===== src/rtl/ex_mem_pipe.sv =====
// ex_mem_pipe: EX->MEM pipeline register for the 16-bit core.
// Captures the EX result bundle, holds the architectural N/Z/V flags and
// turns a resolved branch or jump into a one-cycle PCSrc redirect pulse.
module ex_mem_pipe #(
  parameter int BR_W = 3
) (
  input  logic            clk,
  input  logic            rst_n,
  input  logic            stall,
  input  logic            flush,
  input  logic            ex_valid,
  input  logic [15:0]     ex_aluOut,
  input  logic [15:0]     ex_wrData,
  input  logic [15:0]     ex_pcTarget,
  input  logic [3:0]      ex_dstReg,
  input  logic            ex_regWr,
  input  logic            ex_memWr,
  input  logic            ex_memRd,
  input  logic            ex_sawBr,
  input  logic            ex_sawJ,
  input  logic [BR_W-1:0] ex_branchOp,
  input  logic            ex_setFlags,
  input  logic [2:0]      ex_flags,
  output logic [15:0]     memAddr,
  output logic [15:0]     wrData,
  output logic            memWr,
  output logic            memRd,
  output logic [3:0]      dstReg,
  output logic            regWr,
  output logic            valid,
  output logic [2:0]      flags,
  output logic            PCSrc,
  output logic [15:0]     pcTarget
);

  localparam logic [BR_W-1:0] BR_NEQ  = BR_W'(0);
  localparam logic [BR_W-1:0] BR_EQ   = BR_W'(1);
  localparam logic [BR_W-1:0] BR_GT   = BR_W'(2);
  localparam logic [BR_W-1:0] BR_LT   = BR_W'(3);
  localparam logic [BR_W-1:0] BR_GTE  = BR_W'(4);
  localparam logic [BR_W-1:0] BR_LTE  = BR_W'(5);
  localparam logic [BR_W-1:0] BR_OVFL = BR_W'(6);

  logic [15:0] mem_addr_q, mem_addr_d;
  logic [15:0] wr_data_q,  wr_data_d;
  logic [15:0] pc_tgt_q,   pc_tgt_d;
  logic [3:0]  dst_reg_q,  dst_reg_d;
  logic        valid_q,    valid_d;
  logic        mem_wr_q,   mem_wr_d;
  logic        mem_rd_q,   mem_rd_d;
  logic        reg_wr_q,   reg_wr_d;
  logic [2:0]  flags_q,    flags_d;
  logic        taken_q,    taken_d;
  logic        fired_q,    fired_d;

  logic load;
  logic accept;
  logic cmp;
  logic taken;
  logic flag_n, flag_z, flag_v;

  assign load   = ~stall;
  assign accept = ex_valid & ~flush;
  assign flag_n = flags_q[2];
  assign flag_z = flags_q[1];
  assign flag_v = flags_q[0];

  // Branch condition against the flags already in the register (pre-update).
  always_comb begin
    cmp = 1'b1;
    case (ex_branchOp)
      BR_NEQ:  cmp = ~flag_z;
      BR_EQ:   cmp = flag_z;
      BR_GT:   cmp = ~flag_z & ~flag_n;
      BR_LT:   cmp = flag_n;
      BR_GTE:  cmp = ~flag_n;
      BR_LTE:  cmp = flag_n | flag_z;
      BR_OVFL: cmp = flag_v;
      default: cmp = 1'b1;
    endcase
  end

  assign taken = accept & ((ex_sawBr & cmp) | ex_sawJ);

  // Next-state for the bundle, flags and redirect bookkeeping.
  always_comb begin
    mem_addr_d = mem_addr_q;
    wr_data_d  = wr_data_q;
    pc_tgt_d   = pc_tgt_q;
    dst_reg_d  = dst_reg_q;
    valid_d    = valid_q;
    mem_wr_d   = mem_wr_q;
    mem_rd_d   = mem_rd_q;
    reg_wr_d   = reg_wr_q;
    flags_d    = flags_q;
    taken_d    = taken_q;
    fired_d    = fired_q;
    if (load) begin
      valid_d  = accept;
      mem_wr_d = accept & ex_memWr;
      mem_rd_d = accept & ex_memRd;
      reg_wr_d = accept & ex_regWr;
      taken_d  = taken;
      fired_d  = 1'b0;
      // Bubbles leave the data fields untouched; they are don't-care anyway.
      if (accept) begin
        mem_addr_d = ex_aluOut;
        wr_data_d  = ex_wrData;
        pc_tgt_d   = ex_pcTarget;
        dst_reg_d  = ex_dstReg;
        if (ex_setFlags) flags_d = ex_flags;
      end
    end else if (PCSrc) begin
      // Held in MEM: remember the pulse went out so it is not repeated.
      fired_d = 1'b1;
    end
  end

  // State registers with asynchronous active-low reset.
  always_ff @(posedge clk or negedge rst_n) begin
    if (!rst_n) begin
      mem_addr_q <= 16'h0000;
      wr_data_q  <= 16'h0000;
      pc_tgt_q   <= 16'h0000;
      dst_reg_q  <= 4'h0;
      valid_q    <= 1'b0;
      mem_wr_q   <= 1'b0;
      mem_rd_q   <= 1'b0;
      reg_wr_q   <= 1'b0;
      flags_q    <= 3'b000;
      taken_q    <= 1'b0;
      fired_q    <= 1'b0;
    end else begin
      mem_addr_q <= mem_addr_d;
      wr_data_q  <= wr_data_d;
      pc_tgt_q   <= pc_tgt_d;
      dst_reg_q  <= dst_reg_d;
      valid_q    <= valid_d;
      mem_wr_q   <= mem_wr_d;
      mem_rd_q   <= mem_rd_d;
      reg_wr_q   <= reg_wr_d;
      flags_q    <= flags_d;
      taken_q    <= taken_d;
      fired_q    <= fired_d;
    end
  end

  assign memAddr  = mem_addr_q;
  assign wrData   = wr_data_q;
  assign pcTarget = pc_tgt_q;
  assign dstReg   = dst_reg_q;
  assign valid    = valid_q;
  assign memWr    = mem_wr_q;
  assign memRd    = mem_rd_q;
  assign regWr    = reg_wr_q;
  assign flags    = flags_q;
  assign PCSrc    = taken_q & ~fired_q;

endmodule


===== config.mk =====
export PLATFORM = sky130hd
export DESIGN_NAME = ex_mem_pipe
export DESIGN_NICKNAME = d
export VERILOG_FILES = /design/src/rtl/ex_mem_pipe.sv
export SDC_FILE = /design/constraint.sdc
export NUM_CORES = 1
export LEC_CHECK = 0
export CAP_MARGIN = 20
export CORE_ASPECT_RATIO = 1.2
export CORE_MARGIN = 2
export CORE_UTILIZATION = 35
export CTS_BUF_LIST = sky130_fd_sc_hd__clkbuf_16
export DETAILED_ROUTE_END_ITERATION = 8
export MAX_ROUTING_LAYER = met4
export PLACE_DENSITY = 0.86
export SETUP_SLACK_MARGIN = 0.5
export SYNTH_ARGS = -nofsm -noshare
export SYNTH_HDL_FRONTEND = slang
export SYNTH_SLANG_ARGS = --single-unit

===== constraint.sdc =====
create_clock -name clk -period 1.3 [get_ports clk]
set_input_delay 0.26 -clock clk [delete_from_list [all_inputs] [get_ports clk]]
set_output_delay 0.26 -clock clk [all_outputs]
set_load 0.02 [all_outputs]

==> flow_summary.html <==
<table>
<tr><th>Metric</th><th>Value</th></tr>
<tr><th colspan="2">Outcome</th></tr>
<tr><td>Result of the run</td><td>finished, final reports clean</td></tr>
<tr><th colspan="2">Synth</th></tr>
<tr><td>Warnings, synthesis</td><td>0</td></tr>
<tr><td>Number of instances in the synthesized netlist</td><td>about 140</td></tr>
<tr><td>Net count after synthesis</td><td>about 210</td></tr>
<tr><td>Sequential-to-total area share from yosys stat</td><td>roughly two thirds</td></tr>
<tr><td>Unique cell type count in the Yosys netlist</td><td>22</td></tr>
<tr><td>Netlist Area Pre-Place</td><td>2340 sq um</td></tr>
<tr><td>Mean cell area of the mapped netlist</td><td>16.5 sq um</td></tr>
<tr><td>Register bit total from synthesis</td><td>61</td></tr>
<tr><th colspan="2">Final layout</th></tr>
<tr><td>Antenna Cells</td><td>0</td></tr>
<tr><td>Core utilization of the finished layout</td><td>roughly 80%</td></tr>
<tr><td>Layout overhead on the synthesized area</td><td>117%</td></tr>
<tr><td>Number of filler cells placed in the layout</td><td>between 300 and 400</td></tr>
<tr><td>Final net count</td><td>approximately 410</td></tr>
<tr><td>Layout cells sized above 1</td><td>59.1%</td></tr>
<tr><th colspan="2">Detailed routing</th></tr>
<tr><td>Number of nets still failing antenna checks after routing</td><td>0</td></tr>
<tr><td>DR WL/cell</td><td>17.0 um</td></tr>
<tr><td>Via count</td><td>approximately 2000</td></tr>
<tr><td>Number of DRC violations after detailed-routing iteration 0</td><td>between 70 and 80</td></tr>
<tr><td>Remaining DRCs</td><td>0</td></tr>
<tr><td>Total length of routed wires</td><td>7400 um</td></tr>
<tr><td>Post-DR vias/cell</td><td>4.58</td></tr>
<tr><td>Number of detailed-routing iterations run before antenna repair</td><td>4</td></tr>
<tr><th colspan="2">Clock network</th></tr>
<tr><td>Total number of H-tree levels</td><td>3</td></tr>
<tr><td>Buffer type at the clock tree root</td><td>sky130_fd_sc_hd__clkbuf_16</td></tr>
<tr><td>Longest Clk Path Bufs</td><td>2</td></tr>
<tr><td>CTS tree</td><td>built</td></tr>
<tr><td>Number of buffers inserted during clock tree synthesis</td><td>9</td></tr>
<tr><td>CTS sink cnt</td><td>61</td></tr>
<tr><td>Clock-pin transition on the worst setup and hold timing paths</td><td>~50 ps</td></tr>
<tr><td>Worst-Skew Late Latency</td><td>310 ps</td></tr>
<tr><th colspan="2">Die</th></tr>
<tr><td>Die width</td><td>78.7 um</td></tr>
<tr><td>Number of top-level pins</td><td>roughly 130</td></tr>
<tr><td>Vertical die dimension</td><td>between 90 and 100 um</td></tr>
<tr><td>Die Footprint</td><td>between 7000 and 8000 sq um</td></tr>
<tr><td>Initial core utilization</td><td>a little over a third</td></tr>
<tr><td>Core Footprint</td><td>around 6400 sq um</td></tr>
<tr><td>Std cell rows</td><td>32</td></tr>
<tr><th colspan="2">GRT</th></tr>
<tr><td>Global route overflow</td><td>0</td></tr>
<tr><td>Number of global-route vias before repair</td><td>between 2000 and 2500</td></tr>
<tr><td>Aggregate global-route resource usage</td><td>between 10% and 20%</td></tr>
<tr><td>First-pass GRT wire length</td><td>roughly 10000 um</td></tr>
<tr><td>Pin count of the biggest net entering global routing</td><td>62</td></tr>
<tr><td>Initial antenna violation count</td><td>0</td></tr>
<tr><th colspan="2">Critical path</th></tr>
<tr><td>Kind of end point of the critical path</td><td>flop</td></tr>
<tr><td>Crit Path Category</td><td>primary input to flop</td></tr>
<tr><td>Worst EP required</td><td>about 1500 ps</td></tr>
<tr><td>Critical path launch point type</td><td>primary input</td></tr>
<tr><td>Arrival @ worst endpoint</td><td>1420 ps</td></tr>
<tr><td>Maximum fanout along the worst path</td><td>6</td></tr>
<tr><th colspan="2">Hold path</th></tr>
<tr><td>Path type of the worst min-delay path</td><td>primary input to flop</td></tr>
<tr><th colspan="2">Power and ir drop</th></tr>
<tr><td>Pwr dens</td><td>1470 nW/um^2</td></tr>
<tr><td>Power Total</td><td>approximately 7.5 mW</td></tr>
<tr><td>Leak pwr</td><td>2.41 nW</td></tr>
<tr><td>Max IR drop VDD</td><td>~0.0012 V</td></tr>
<tr><th colspan="2">STA</th></tr>
<tr><td>Number of hold violations in the final report</td><td>0</td></tr>
<tr><td>Count of pins over their slew limit</td><td>0</td></tr>
<tr><td>Layout Skew</td><td>roughly 0.96 ps</td></tr>
<tr><td>Slew @ Worst Pin</td><td>~200 ps</td></tr>
<tr><td>Relative slew slack</td><td>between 80 and 90%</td></tr>
<tr><td>Peak Freq</td><td>819 MHz</td></tr>
<tr><td>RSZ-0062 raised after global routing</td><td>true</td></tr>
<tr><td>Min Clock Period, post-route</td><td>1220 ps</td></tr>
<tr><td>Setup TNS after final layout</td><td>0 ps</td></tr>
<tr><td>Post-route fraction of the period consumed by the critical path</td><td>roughly 94%</td></tr>
<tr><td>Setup-failing EPs final</td><td>0</td></tr>
<tr><th colspan="2">Job</th></tr>
<tr><td>MaxCap Viol Count</td><td>0</td></tr>
<tr><th colspan="2">Placed design</th></tr>
<tr><td>Port Buf Inserts</td><td>128</td></tr>
<tr><td>GP Congestion</td><td>0.702</td></tr>
<tr><td>Detailed placement HPWL</td><td>just over 4000 um</td></tr>
</table>
==> logic make-up (layout without fill, tap and decap cells) <==
kind of cell | Yosys count | in the layout | synth area share, %
buffers and inverters | 7 | 215 | 1.87
flip-flops | 61 | 61 | 65.2
multiplexers | 56 | 56 | 26.9
AO/OA/AOI/OAI | 8 | 8 | 2.57
XOR/XNOR | 1 | 1 | 0.374
AND/OR/NAND/NOR | 9 | 9 | 3.10
==> flip-flops by register name (all words and copies together) (netlist names) <==
name / count
dstReg: 4
fired_q: 1
flags: 3
memAddr: 16
memRd: 1
memWr: 1
pcTarget: 16
regWr: 1
taken_q: 1
valid: 1
wrData: 16
==> synth_stat cells (all sizes together) <==
library cell	instances	area, sq um
nand3b	2	15.0
nor3b	1	18.8
nand4	1	6.26
mux2i	1	10.0
nor2b	1	6.26
or4b	1	10.0
a22oi	1	7.51
buf	7	43.8
nand2b	1	6.26
nand2	2	10.0
mux2	55	619
a21o	1	7.51
o21a	1	7.51
dfrtp	61	1530
o21ai	1	5.00
a22o	3	26.3
a31oi	1	6.26
xor2	1	8.76
==> worst max-delay path, stage by stage <==
cell	delay, ps
sky130_fd_sc_hd__buf_6	90
sky130_fd_sc_hd__nor3b_4	220
sky130_fd_sc_hd__buf_6	130
sky130_fd_sc_hd__buf_6	80
sky130_fd_sc_hd__buf_6	90
sky130_fd_sc_hd__buf_16	110
sky130_fd_sc_hd__buf_8	120
sky130_fd_sc_hd__mux2_4	300
==> where the power goes <==
group	switching, mW	internal, mW
clock network	0.773	1.64
registers	0.272	2.25
logic	0.927	1.64
==> final cells by class <==
class	instances	area, sq um	area share, %
Clock buffer	9	225	4.43
Sequential cell	61	1530	30.0
Tap cell	85	106	2.09
Clock inverter	7	80.1	1.57
Multi-Input combinational cell	74	998	19.6
Timing Repair Buffer	199	2150	42.2
==> routing by layer <==
layer | vias to the layer above | global-route usage, % | wire length (um)
li1 | 917 | - | -
met1 | 998 | 21.3 | 2860
met2 | 71 | 34.4 | 4090
met3 | 7 | 3.86 | 375
met4 | 0 | 6.29 | 66
met5 | - | - | 0
==> metrics by stage <==
stage	hold WS, ps	worst slack (ps)	cells	cell area, sq um
2_1_floorplan	-35.6	-30.0	142	2380
3_3_place_gp	291	-506	357	3810
3_5_place_dp	295	-541	357	3810
4_1_cts	303	80.7	410	4760
5_1_grt	324	45.4	435	5090
6_report	311	79.3	435	5090
==> cells in the final DEF (no fill, tap or decap), types with 2 or more instances in the layout <==
cell type,instances
sky130_fd_sc_hd__mux2_4,55
sky130_fd_sc_hd__clkinv_1,4
sky130_fd_sc_hd__bufinv_16,2
sky130_fd_sc_hd__nand3b_1,2
sky130_fd_sc_hd__clkdlybuf4s50_1,64
sky130_fd_sc_hd__buf_12,6
sky130_fd_sc_hd__buf_6,77
sky130_fd_sc_hd__a22o_1,3
sky130_fd_sc_hd__dfrtp_1,60
sky130_fd_sc_hd__clkbuf_16,11
sky130_fd_sc_hd__buf_8,2
sky130_fd_sc_hd__buf_4,42
sky130_fd_sc_hd__buf_16,4
==> worst paths after layout <==
| kind | start | slack, ps | depth (start not counted) | end |
|---|---|---|---|---|
| setup reg to reg | flags[1] | 100 | 3 | taken_q |
| setup / recovery | flush | 80 | 8 | pcTarget[12] |
| max in group asynchronous | rst_n | 600 | 3 | pcTarget[4] |
| hold reg to reg | valid | 510 | 1 | valid |
| hold / removal | stall | 310 | 3 | valid |
| min in group asynchronous | rst_n | 510 | 3 | valid |
==> timing repair <==
action,4_1_cts,5_1_grt
hold endpoints to repair,61,0
buffers inserted,33,23
pin swaps,5,0
setup endpoints to repair,121,182
hold buffers,1,0
gates cloned,3,2
resized for setup,428,26
Power figures use the tool's default switching activity.
